$ cat src/rtl/acq_scheduler_pkg.sv
// Shared types and constants for the acquisition scheduler: FSM states,
// trigger-timestamp field layout and RTC millisecond range.
package acq_scheduler_pkg;

    typedef enum logic [2:0] {
        IDLE,
        ARMED,
        START,
        RUN,
        REPORT
    } state_t;

    localparam int MS_PER_SEC = 1000;
    localparam int MS_W       = $clog2(MS_PER_SEC);
    localparam int TS_W       = 32;

    localparam int MS_LSB   = 0;
    localparam int SEC_LSB  = 10;
    localparam int MIN_LSB  = 16;
    localparam int HOUR_LSB = 22;
    localparam int DAY_LSB  = 27;

    function automatic logic [TS_W-1:0] pack_ts(
        input logic [4:0]      day,
        input logic [4:0]      hour,
        input logic [5:0]      min,
        input logic [5:0]      sec,
        input logic [MS_W-1:0] ms
    );
        logic [TS_W-1:0] ts;
        ts                 = '0;
        ts[DAY_LSB  +: 5]  = day;
        ts[HOUR_LSB +: 5]  = hour;
        ts[MIN_LSB  +: 6]  = min;
        ts[SEC_LSB  +: 6]  = sec;
        ts[MS_LSB   +: MS_W] = ms;
        return ts;
    endfunction

endpackage

$ cat src/rtl/acq_scheduler_rtc_tick_detect.sv
// Detects millisecond ticks and second boundaries on the free-running RTC
// millisecond field by comparing it with its value from the previous cycle.
module rtc_tick_detect
    import acq_scheduler_pkg::*;
(
    input  logic            clk,
    input  logic            reset_n,
    input  logic [MS_W-1:0] rtc_millisec,
    output logic            ms_tick,
    output logic            sec_tick
);

    logic [MS_W-1:0] prev_ms;

    // NOTE: sequential state uses non-blocking assignments so every flop samples pre-edge values.
    always_ff @(posedge clk or negedge reset_n) begin
        if (!reset_n) begin
            prev_ms <= '0;
        end else begin
            prev_ms <= rtc_millisec;
        end
    end

    // Ticks are combinational so the FSM can act in the very cycle the RTC changes.
    assign ms_tick  = (rtc_millisec != prev_ms);
    assign sec_tick = ms_tick && (rtc_millisec == '0);

endmodule

$ cat src/rtl/acq_scheduler.sv
// Schedules periodic spectrogram captures on RTC second boundaries, bounds each
// capture by a millisecond window and hands the trigger timestamp to readout.
module acq_scheduler
    import acq_scheduler_pkg::*;
#(
    parameter int PERIOD_W = 8,
    parameter int WIN_W    = 10,
    parameter int CNT_W    = 16
) (
    input  logic                clk,
    input  logic                reset_n,
    input  logic                enable,
    input  logic [PERIOD_W-1:0] period_sec,
    input  logic [WIN_W-1:0]    window_ms,
    input  logic [9:0]          rtc_millisec,
    input  logic [5:0]          rtc_sec,
    input  logic [5:0]          rtc_min,
    input  logic [4:0]          rtc_hour,
    input  logic [4:0]          rtc_day,
    output logic                ext_start,
    input  logic                ext_busy,
    input  logic                ext_done,
    output logic                ext_abort,
    output logic                ts_valid,
    input  logic                ts_ready,
    output logic [31:0]         ts_data,
    output logic                ts_aborted,
    output logic [CNT_W-1:0]    frame_count,
    output logic                overrun,
    input  logic                clear_overrun
);

    logic ms_tick;
    logic sec_tick;

    rtc_tick_detect u_tick (
        .clk          (clk),
        .reset_n      (reset_n),
        .rtc_millisec (rtc_millisec),
        .ms_tick      (ms_tick),
        .sec_tick     (sec_tick)
    );

    state_t              state;
    logic [PERIOD_W-1:0] period_cnt;
    logic [WIN_W-1:0]    win_cnt;

    logic [PERIOD_W:0]   period_eff;
    logic [PERIOD_W:0]   period_next;
    logic [WIN_W:0]      win_eff;
    logic [WIN_W:0]      win_next;
    logic                trigger;
    logic                drop;
    logic                timeout;

    // NOTE: every signal here is assigned on every path, so no latch is inferred.
    always_comb begin
        period_eff  = (period_sec == '0) ? {{PERIOD_W{1'b0}}, 1'b1} : {1'b0, period_sec};
        win_eff     = (window_ms == '0)  ? {{WIN_W{1'b0}}, 1'b1}    : {1'b0, window_ms};
        period_next = {1'b0, period_cnt} + {{PERIOD_W{1'b0}}, 1'b1};
        win_next    = {1'b0, win_cnt} + {{WIN_W{1'b0}}, 1'b1};
        // >= rather than == so a period shortened below the running count fires at once.
        trigger     = sec_tick && enable && (state != IDLE) && (period_next >= period_eff);
        drop        = trigger && ((state != ARMED) || ext_busy);
        timeout     = ms_tick && (win_next >= win_eff);
    end

    // Free-running period counter: restarts on every trigger, taken or dropped,
    // so the capture cadence never depends on how long a frame takes.
    always_ff @(posedge clk or negedge reset_n) begin
        if (!reset_n) begin
            period_cnt <= '0;
        end else if (state == IDLE) begin
            period_cnt <= '0;
        end else if (sec_tick && enable) begin
            period_cnt <= trigger ? '0 : period_next[PERIOD_W-1:0];
        end
    end

    always_ff @(posedge clk or negedge reset_n) begin
        if (!reset_n) begin
            overrun <= 1'b0;
        end else begin
            overrun <= drop || (overrun && !clear_overrun);
        end
    end

    always_ff @(posedge clk or negedge reset_n) begin
        if (!reset_n) begin
            state       <= IDLE;
            win_cnt     <= '0;
            ext_start   <= 1'b0;
            ext_abort   <= 1'b0;
            ts_valid    <= 1'b0;
            ts_data     <= '0;
            ts_aborted  <= 1'b0;
            frame_count <= '0;
        end else begin
            ext_start <= 1'b0;
            ext_abort <= 1'b0;
            case (state)
                IDLE: begin
                    if (enable) begin
                        state <= ARMED;
                    end
                end
                ARMED: begin
                    if (trigger && !ext_busy) begin
                        state     <= START;
                        ext_start <= 1'b1;
                        ts_data   <= pack_ts(rtc_day, rtc_hour, rtc_min, rtc_sec, rtc_millisec);
                    end else if (!enable) begin
                        state <= IDLE;
                    end
                end
                START: begin
                    win_cnt <= '0;
                    state   <= RUN;
                end
                RUN: begin
                    // A completion arriving together with the timeout tick wins.
                    if (ext_done) begin
                        state      <= REPORT;
                        ts_valid   <= 1'b1;
                        ts_aborted <= 1'b0;
                    end else if (timeout) begin
                        state      <= REPORT;
                        ext_abort  <= 1'b1;
                        ts_valid   <= 1'b1;
                        ts_aborted <= 1'b1;
                    end else if (ms_tick) begin
                        win_cnt <= win_next[WIN_W-1:0];
                    end
                end
                REPORT: begin
                    if (ts_valid && ts_ready) begin
                        ts_valid    <= 1'b0;
                        frame_count <= frame_count + CNT_W'(1);
                        state       <= enable ? ARMED : IDLE;
                    end
                end
                default: begin
                    state <= IDLE;
                end
            endcase
        end
    end

endmodule

$ cat config.mk
export PLATFORM = sky130hd
export DESIGN_NAME = acq_scheduler
export DESIGN_NICKNAME = d
export VERILOG_FILES = /design/src/rtl/acq_scheduler_pkg.sv /design/src/rtl/acq_scheduler_rtc_tick_detect.sv /design/src/rtl/acq_scheduler.sv
export SDC_FILE = /design/constraint.sdc
export NUM_CORES = 1
export LEC_CHECK = 0
export CORE_ASPECT_RATIO = 1.75
export CORE_MARGIN = 5
export CORE_UTILIZATION = 35
export CTS_CLUSTER_DIAMETER = 80
export DETAILED_ROUTE_END_ITERATION = 10
export RECOVER_POWER = 100
export SKIP_CTS_REPAIR_TIMING = 1
export SLEW_MARGIN = 20
export SYNTH_ARGS = -nofsm -noshare
export SYNTH_HDL_FRONTEND = slang
export SYNTH_HIERARCHICAL = 1
export SYNTH_SLANG_ARGS = --single-unit
$ cat constraint.sdc
create_clock -name clk -period 3.52 [get_ports clk]
set_input_delay 1.056 -clock clk [delete_from_list [all_inputs] [get_ports clk]]
set_output_delay 1.056 -clock clk [all_outputs]
set_load 0.01 [all_outputs]
==> run_results.csv, run 1 <==
group,metric,value,unit
die,dieArea,14700,um^2
sta,tightestPinTransition,2.21,ns
setup_path,cp.buffers_inverters,2,
cells_and_area,nNetsFinal,573,
grt,antenna_found_initial,0,
detailed_routing,vias_per_cell,4.73,
clock_network,cts_tree,"done",
detailed_routing,dr_total_vias,3147,
sta,slew_headroom,-47.4,%
detailed_routing,wl,10200,um
die,initial_utilization,35.8,%
setup_path,rrSetupSlack,0.59,ns
yosys,synthCells,367,
yosys,yosys_warnings,6,
setup_path,crit_family,"compound AO/OA/AOI/OAI gates",
setup_path,crit_chain,"clkdlybuf4s50_1, nor4_2, a41o_1, ha_1, nand2b_1, a21o_1, a211oi_2, o31ai_2, and3_4, buf_12, mux2_4",
detailed_routing,route.detailed.drc,0,
yosys,ys_seq_area_share,48.7,%
sta,timing.final.crit_share,96.1,%
die,fp.coreArea,12100,um^2
cells_and_area,layout-drive-gt1-share,16.0,%
pwr,power_density,361,nW/um^2
place,portBuffers,109,
setup_path,crit_required,3.74,ns
cells_and_area,diodes,0,
sta,rsz0062_at_grt,"false",
flow_run,cap_viol_max_count,1,
die,die_x,94.0,um
grt,grt_pass1_wl,17000,um
setup_path,cpPeakStageDelay,0.44,ns
clock_network,numCtsBuffers,9,
die,io_pins,110,
yosys,yosys_most_used_dff,"dfrtp_1",
place,place_congestion,0.737,
grt,first_global_vias,3446,
setup_path,endpoint_kind,"register",
place,place_ws,-0.387,ns
sta,worst_slack,0.138,ns
setup_path,worstSetupPathType,"in2reg",
sta,slew_viol_final,42,
clock_network,h-tree-depth,3,
grt,grtUsageTotal,14.8,%
worst_hold_path,hold_end,"frame_count[9]$_DFFE_PN0P_",
setup_path,cp_max_fo,20,
setup_path,crit_slowest_cell,"clkdlybuf4s50_1",
yosys,synth-seq-cells,84,
place,dp_hpwl,7910,um
setup_path,crit_arrival,3.60,ns
cells_and_area,area_growth,38.2,%
outcome,violations,"max-capacitance violations, max-slew violations",
clock_network,clockBufferDepth,2,
setup_path,r2r_start,"period_cnt[0]$_DFFE_PN0P_",
yosys,synthArstFlopShare,100,%
setup_path,reg2reg_depth,11,
setup_path,r2r_end,"ts_data[30]$_DFFE_PN0P_",
die,die_h,157,um
clock_network,clock_latency,0.34,ns
worst_hold_path,whs_path_depth,1,
die,rows,53,
worst_hold_path,worstHoldStart,"frame_count[9]$_DFFE_PN0P_",
yosys,avgSynthCellArea,11.8,um^2
worst_hold_path,min_path_type,"reg2reg",
setup_path,crit_path_start_kind,"primary input",
outcome,outcome,"finished with violations",
cells_and_area,fill_cells,1143,
sta,setup_viol,0,
cells_and_area,final_cell_mix,"dfrtp_1, dlygate4sd3_1, clkdlybuf4s50_1",
clock_network,clkTransAtPathRegs,0.06,ns
yosys,synth_edf_count,0,
sta,fmax,0.296,GHz
pwr,leakagePower,0.00288,uW
detailed_routing,antenna_left,0,
grt,grt_start_max_net_pins,42,
yosys,syn_nets,445,
pwr,peakVddDrop,0.204,mV
clock_network,cts-root-buf,"clkbuf_16",
yosys,yosys.cell_types.count,48,
sta,fin_hold_ws,0.487,ns
sta,skew,0.00757,ns
cells_and_area,final_common_cell,"dfrtp_1",
sta,hold_violations,0,
clock_network,cts.sinks,84,
sta,fin_crit,3.38,ns
detailed_routing,wl_per_cell,15.3,um
grt,grt-ovfl-total,0,
detailed_routing,drtIter0Drc,124,
detailed_routing,first_pass_iters,4,
yosys,synth_area,4320,um^2
## area by class of cell
type | instances | area [um^2] | area share (%)
flip-flops and latches | 84 | 2100 | 35.2
multi-input cells | 252 | 2040 | 34.2
repair buffers | 128 | 1240 | 20.8
clock buffers | 11 | 243 | 4.07
well taps | 165 | 206 | 3.46
inverters | 20 | 75.1 | 1.26
clock inverters | 5 | 60.1 | 1.01
## per-layer routing
layer	wire length, um	track usage [%]	vias to the layer above
li1	-	-	1557
met2	5670	27.5	57
met4	312	7.64	0
met1	3840	15.6	1516
met5	0	0	-
met3	325	2.44	17
## where the power goes
group          internal, uW  total [uW]  switching (uW)
Sequential              985        1000            19.0
Clock                   571         947             375
Combinational           108         203            94.8
## flip-flops by register name, indices dropped and copies added, names as in the netlist
signal	cells
ext_abort	1
overrun	1
ts_data	32
state	3
ts_aborted	1
ext_start	1
period_cnt	8
win_cnt	10
u_tick/prev_ms	10
frame_count	16
ts_valid	1
## cells by family (layout without fill, tap and decap cells)
logic type               Yosys count  in the layout  synth area share (%)
adder cells (fa/ha/maj)           21             21                  6.08
AO/OA/AOI/OAI                     42             42                  7.24
multiplexers                      34             34                  11.3
flip-flops                        84             84                  48.7
XOR/XNOR                          39             39                  7.91
buffers and inverters             31            164                  4.43
AND/OR/NAND/NOR                  116            116                  14.4
## cell usage after synthesis, types with 2 or more instances
cell	n	area [um^2]
o21ai_0	9	45.0
a31oi_1	3	18.8
a21oi_1	5	25.0
a211oi_1	2	15.0
buf_6	3	33.8
and2_1	2	12.5
xnor2_1	20	175
buf_2	2	10.0
nor3_1	3	15.0
nor4_1	4	25.0
nand3b_1	2	15.0
nand2_1	34	128
nand2b_1	4	25.0
mux2_4	28	420
dfrtp_1	84	2100
a21o_1	4	30.0
nand3_1	23	115
nor4_2	2	25.0
ha_1	21	263
and3_4	2	22.5
a41o_1	2	20.0
buf_12	3	60.1
clkbuf_1	2	7.51
nor2b_1	3	18.8
mux2_2	6	67.6
nand4_1	11	68.8
and3_1	4	25.0
xor2_1	19	166
nor2_1	16	60.1
a32o_1	7	70.1
inv_1	20	75.1
## worst max path at each step
stage | cells past startpoint | endpoint | slack (ns) | startpoint
finish | 11 | ts_data[30]$_DFFE_PN0P_ | 0.14 | period_sec[4]
CTS | 11 | ts_data[16]$_DFFE_PN0P_ | -0.03 | period_sec[5]
global placement | 11 | ts_data[30]$_DFFE_PN0P_ | -0.32 | period_sec[4]
detailed placement | 11 | ts_data[16]$_DFFE_PN0P_ | -0.39 | period_sec[5]
floorplan | 11 | ts_data[0]$_DFFE_PN0P_ | 0.25 | period_sec[4]
global route | 11 | ts_data[16]$_DFFE_PN0P_ | 0.0005 | period_sec[4]
## stage by stage
stage	power (uW)	std cells	area, um^2	TNS, ns	util [%]
3_5_place_dp	1230	648	5660	-12.65	46.9
6_report	2150	665	5970	0	49.5
2_1_floorplan	1100	367	4320	0	-
3_3_place_gp	1230	648	5660	-10.27	46.9
4_1_cts	2200	664	5960	-0.368	49.4
5_1_grt	2250	665	5970	0	49.5
Note: power is estimated with default switching activity, not from simulation.
==> run 2, diff against run 1 <==
--- a/config.mk
+++ b/config.mk
@@ -7,9 +7,10 @@
 export LEC_CHECK = 0
 export CORE_ASPECT_RATIO = 1.75
 export CORE_MARGIN = 5
-export CORE_UTILIZATION = 35
+export CORE_UTILIZATION = 49
 export CTS_CLUSTER_DIAMETER = 80
 export DETAILED_ROUTE_END_ITERATION = 10
+export PLACE_DENSITY = 0.8
 export RECOVER_POWER = 100
 export SKIP_CTS_REPAIR_TIMING = 1
 export SLEW_MARGIN = 20
==> run_results.csv, run 2 (synthesis results as in run 1) <==
group,metric,value,unit
outcome,outcome,"finished with violations",
outcome,violations,"max-capacitance violations, max-slew violations",
grt,antenna_found_initial,0,
sta,fin_crit,3.39,ns
detailed_routing,first_pass_iters,4,
clock_network,clkTransAtPathRegs,0.06,ns
cells_and_area,largest_register_ffs,32,
setup_path,endpoint_kind,"register",
clock_network,cts_tree,"done",
die,die_x,81.0,um
pwr,switchingPower,485,uW
cells_and_area,fill_cells,710,
die,fp.coreArea,8670,um^2
clock_network,clockBufferDepth,2,
cells_and_area,final_cell_mix,"dfrtp_1, dlygate4sd3_1, clkdlybuf4s50_1",
sta,timing.final.crit_share,96.2,%
pwr,intPower,1740,uW
cells_and_area,regArea,2100,um^2
flow_run,cap_viol_max_count,1,
pwr,pwr-share-comb,9.1,%
sta,hold_violations,0,
detailed_routing,route.detailed.drc,0,
cells_and_area,final_common_cell,"dfrtp_1",
detailed_routing,wl,9490,um
setup_path,worstSetupPathType,"in2reg",
cells_and_area,nNetsFinal,570,
setup_path,rrSetupSlack,0.45,ns
detailed_routing,dr_total_vias,3178,
cells_and_area,fin_util,66.9,%
pwr,pwr-share-seq,45.2,%
place,place_congestion,0.847,
sta,slew_viol_final,85,
pwr,pwr-share-clk,45.8,%
die,io_pins,110,
pwr,p_sw_share,21.8,%
setup_path,crit_family,"compound AO/OA/AOI/OAI gates",
detailed_routing,vias_per_cell,5.18,
cells_and_area,stdcell_area,5800,um^2
setup_path,cp.buffers_inverters,2,
setup_path,cpPeakStageDelay,0.43,ns
sta,slew_headroom,-32.7,%
cells_and_area,diodes,0,
worst_hold_path,min_path_type,"reg2reg",
pwr,leakagePower,0.00288,uW
sta,skew,0.00459,ns
clock_network,h-tree-depth,3,
detailed_routing,wl_per_cell,15.5,um
clock_network,cts-root-buf,"clkbuf_16",
setup_path,crit_arrival,3.60,ns
place,dp_hpwl,7200,um
place,place_area,5580,um^2
die,initial_utilization,49.8,%
setup_path,crit_slowest_cell,"clkdlybuf4s50_1",
cells_and_area,multi_input_area,1940,um^2
pwr,power_density,383,nW/um^2
sta,tightestPinTransition,1.99,ns
grt,first_global_vias,3325,
clock_network,clock_latency,0.33,ns
setup_path,crit_chain,"clkdlybuf4s50_1, nor4_2, a41o_1, ha_1, nand2b_1, a21o_1, a211oi_2, o31ai_2, and3_4, buf_12, mux2_1",
sta,rsz0062_at_grt,"false",
cells_and_area,reg_top3,"ts_data (32), frame_count (16)",
clock_network,cts.sinks,84,
grt,grtUsageTotal,18.4,%
clock_network,numCtsBuffers,9,
grt,grt_start_max_net_pins,85,
setup_path,cp_max_fo,26,
pwr,peakVddDrop,0.273,mV
sta,fmax,0.295,GHz
die,die_h,134,um
setup_path,crit_required,3.73,ns
sta,setup_viol,0,
detailed_routing,antenna_left,0,
die,rows,45,
cells_and_area,layout-drive-gt1-share,10.5,%
grt,grt_pass1_wl,15500,um
grt,grt-ovfl-total,0,
cells_and_area,regMostFlops,"ts_data",
cells_and_area,area_growth,34.2,%
place,portBuffers,109,
detailed_routing,drtIter0Drc,106,
die,dieArea,10900,um^2
setup_path,crit_path_start_kind,"primary input",
## run 2: layout make-up
cell class,instances,area share (%)
Sequential cell,84,36.3
Multi-Input combinational cell,252,33.5
Clock inverter,5,1.45
Inverter,20,1.29
Timing Repair Buffer,125,20.8
Tap cell,117,2.52
Clock buffer,11,4.19
## run 2: worst paths after layout
| check | to | from | cells after the start |
|---|---|---|---|
| max in group asynchronous | period_cnt[7]$_DFFE_PN0P_ | reset_n | 1 |
| setup / recovery | ts_data[16]$_DFFE_PN0P_ | period_sec[6] | 11 |
| hold / removal | frame_count[15]$_DFFE_PN0P_ | frame_count[15]$_DFFE_PN0P_ | 1 |
| min in group asynchronous | ts_data[10]$_DFFE_PN0P_ | reset_n | 1 |
| setup reg to reg | win_cnt[5]$_DFFE_PN0P_ | win_cnt[2]$_DFFE_PN0P_ | 13 |
| hold reg to reg | frame_count[15]$_DFFE_PN0P_ | frame_count[15]$_DFFE_PN0P_ | 1 |
## run 2: stage by stage
stage	worst slack, ns	hold slack (ns)	setup TNS, ns	power [uW]	cells
after floorplan	0.250	0.500	0	1100	367
after global placement	-0.278	0.461	-8.59	1220	598
after detailed placement	-0.396	0.466	-13.04	1230	598
after CTS	-0.0503	0.474	-0.949	2250	614
after global routing	0.0146	0.485	0	2300	614
final	0.134	0.463	0	2220	614
## run 2: per-layer routing
layer	vias up	wire (um)	global-route usage, %
met5	-	0	0
met4	0	200	7.80
met3	9	438	4.03
met2	82	5200	32.2
met1	1535	3650	21.0
li1	1552	-	-
## run 2: power groups by stage
stage          registers [uW]  logic (uW)  clock network, uW
6_report                 1000         201               1020
3_3_place_gp             1020         204                  0
4_1_cts                  1000         212               1040
5_1_grt                  1010         225               1070
2_1_floorplan            1020        78.0                  0
3_5_place_dp             1020         210                  0
==> run 3, diff against run 2 <==
--- a/config.mk
+++ b/config.mk
@@ -8,6 +8,7 @@
 export CORE_ASPECT_RATIO = 1.75
 export CORE_MARGIN = 5
 export CORE_UTILIZATION = 49
+export CTS_BUF_LIST = sky130_fd_sc_hd__clkbuf_16
 export CTS_CLUSTER_DIAMETER = 80
 export DETAILED_ROUTE_END_ITERATION = 10
 export PLACE_DENSITY = 0.8
==> run_results.csv, run 3 (synthesis results as in run 1) <==
group,metric,value,unit
outcome,outcome,"finished with violations",
outcome,violations,"max-capacitance violations, max-slew violations",
detailed_routing,wl,9470,um
place,portBuffers,109,
die,die_x,81.0,um
setup_path,reg2reg_depth,13,
detailed_routing,first_pass_iters,4,
pwr,finalPower,2190,uW
grt,antenna_found_initial,0,
cells_and_area,final_cell_mix,"dfrtp_1, dlygate4sd3_1, clkdlybuf4s50_1",
setup_path,crit_family,"compound AO/OA/AOI/OAI gates",
cells_and_area,final_common_cell,"dfrtp_1",
setup_path,cpPeakStageDelay,0.43,ns
sta,tightestPinTransition,1.99,ns
die,rows,45,
clock_network,cts.sinks,84,
place,place_congestion,0.847,
sta,skew,0.00459,ns
place,dp_hpwl,7200,um
cells_and_area,reg_top3,"ts_data (32), frame_count (16)",
sta,fin_crit,3.39,ns
die,initial_utilization,49.8,%
sta,setup_viol,0,
detailed_routing,drtIter0Drc,108,
clock_network,clkTransAtPathRegs,0.06,ns
die,dieArea,10900,um^2
die,fp.coreArea,8670,um^2
setup_path,worstSetupPathType,"in2reg",
grt,first_global_vias,3327,
die,io_pins,110,
detailed_routing,antenna_left,0,
sta,slew_headroom,-32.5,%
detailed_routing,vias_per_cell,5.19,
detailed_routing,wl_per_cell,15.4,um
grt,grt_pass1_wl,15500,um
sta,slew_viol_final,85,
cells_and_area,regMostFlops,"ts_data",
clock_network,clock_latency,0.33,ns
setup_path,r2r_start,"win_cnt[2]$_DFFE_PN0P_",
pwr,peakVddDrop,0.273,mV
flow_run,cap_viol_max_count,1,
setup_path,crit_arrival,3.60,ns
clock_network,h-tree-depth,3,
pwr,power_density,379,nW/um^2
setup_path,rrSetupSlack,0.45,ns
grt,grt-ovfl-total,0,
grt,grtUsageTotal,18.4,%
clock_network,clockBufferDepth,2,
worst_hold_path,worstHoldStart,"frame_count[15]$_DFFE_PN0P_",
worst_hold_path,whs_path_depth,1,
detailed_routing,route.detailed.drc,0,
clock_network,cts_tree,"done",
cells_and_area,fin_util,66.8,%
sta,hold_violations,0,
pwr,leakagePower,0.00288,uW
sta,timing.final.crit_share,96.2,%
die,die_h,134,um
setup_path,endpoint_kind,"register",
cells_and_area,diodes,0,
cells_and_area,area_growth,34.0,%
cells_and_area,layout-drive-gt1-share,10.3,%
detailed_routing,dr_total_vias,3185,
setup_path,cp_max_fo,26,
setup_path,crit_slowest_cell,"clkdlybuf4s50_1",
worst_hold_path,hold_end,"frame_count[15]$_DFFE_PN0P_",
setup_path,critPathLaunch,"period_sec[6]",
sta,rsz0062_at_grt,"false",
sta,fmax,0.295,GHz
setup_path,cp.buffers_inverters,2,
cells_and_area,nNetsFinal,570,
clock_network,cts-root-buf,"clkbuf_16",
worst_hold_path,min_path_type,"reg2reg",
setup_path,crit_required,3.73,ns
grt,grt_start_max_net_pins,85,
setup_path,crit_path_start_kind,"primary input",
cells_and_area,largest_register_ffs,32,
clock_network,numCtsBuffers,9,
setup_path,r2r_end,"win_cnt[5]$_DFFE_PN0P_",
setup_path,crit_chain,"clkdlybuf4s50_1, nor4_2, a41o_1, ha_1, nand2b_1, a21o_1, a211oi_2, o31ai_2, and3_4, buf_12, mux2_1",
## run 3: cell count changes in the layout (fill, tap and decap cells not counted), sizes merged
cell / previous run / this run
clkbuf: 19 / 17
clkinv: 0 / 1
inv: 21 / 22
## run 3: where the power goes
group / internal [uW] / total (uW) / switching (uW)
Clock: 618 / 989 / 371
Sequential: 985 / 1000 / 17.9
Combinational: 107 / 201 / 93.9
## run 3: worst max-delay path by stage
stage	endpoint	cells after the start
finish	ts_data[16]$_DFFE_PN0P_	11
CTS	ts_data[3]$_DFFE_PN0P_	11
floorplan	ts_data[0]$_DFFE_PN0P_	11
global route	ts_data[9]$_DFFE_PN0P_	11
detailed placement	ts_data[16]$_DFFE_PN0P_	11
global placement	ts_data[11]$_DFFE_PN0P_	11
## run 3: metrics by stage
stage	area (um^2)	instances	setup TNS, ns	hold WS, ns	setup WS (ns)
global placement	5580	598	-8.59	0.461	-0.278
global route	5790	614	0	0.485	0.0146
detailed placement	5580	598	-13.04	0.466	-0.396
CTS	5900	614	-0.947	0.474	-0.0503
floorplan	4320	367	0	0.500	0.250
finish	5790	614	0	0.463	0.134
## run 3: cell type report
class	instances	area (um^2)
clock buffer	9	225
inverter	20	75.1
tap	117	146
clock inverter	7	91.3
sequential	84	2100
timing repair buffer	125	1200
multi-input combinational	252	1940
fill	711	2880
## run 3: metal layers
layer	wire length, um	global-route usage (%)	up-vias
met3	451	4.03	11
met1	3630	21.0	1535
met5	0	0	-
met4	226	8.18	0
li1	-	-	1552
met2	5170	32.0	87
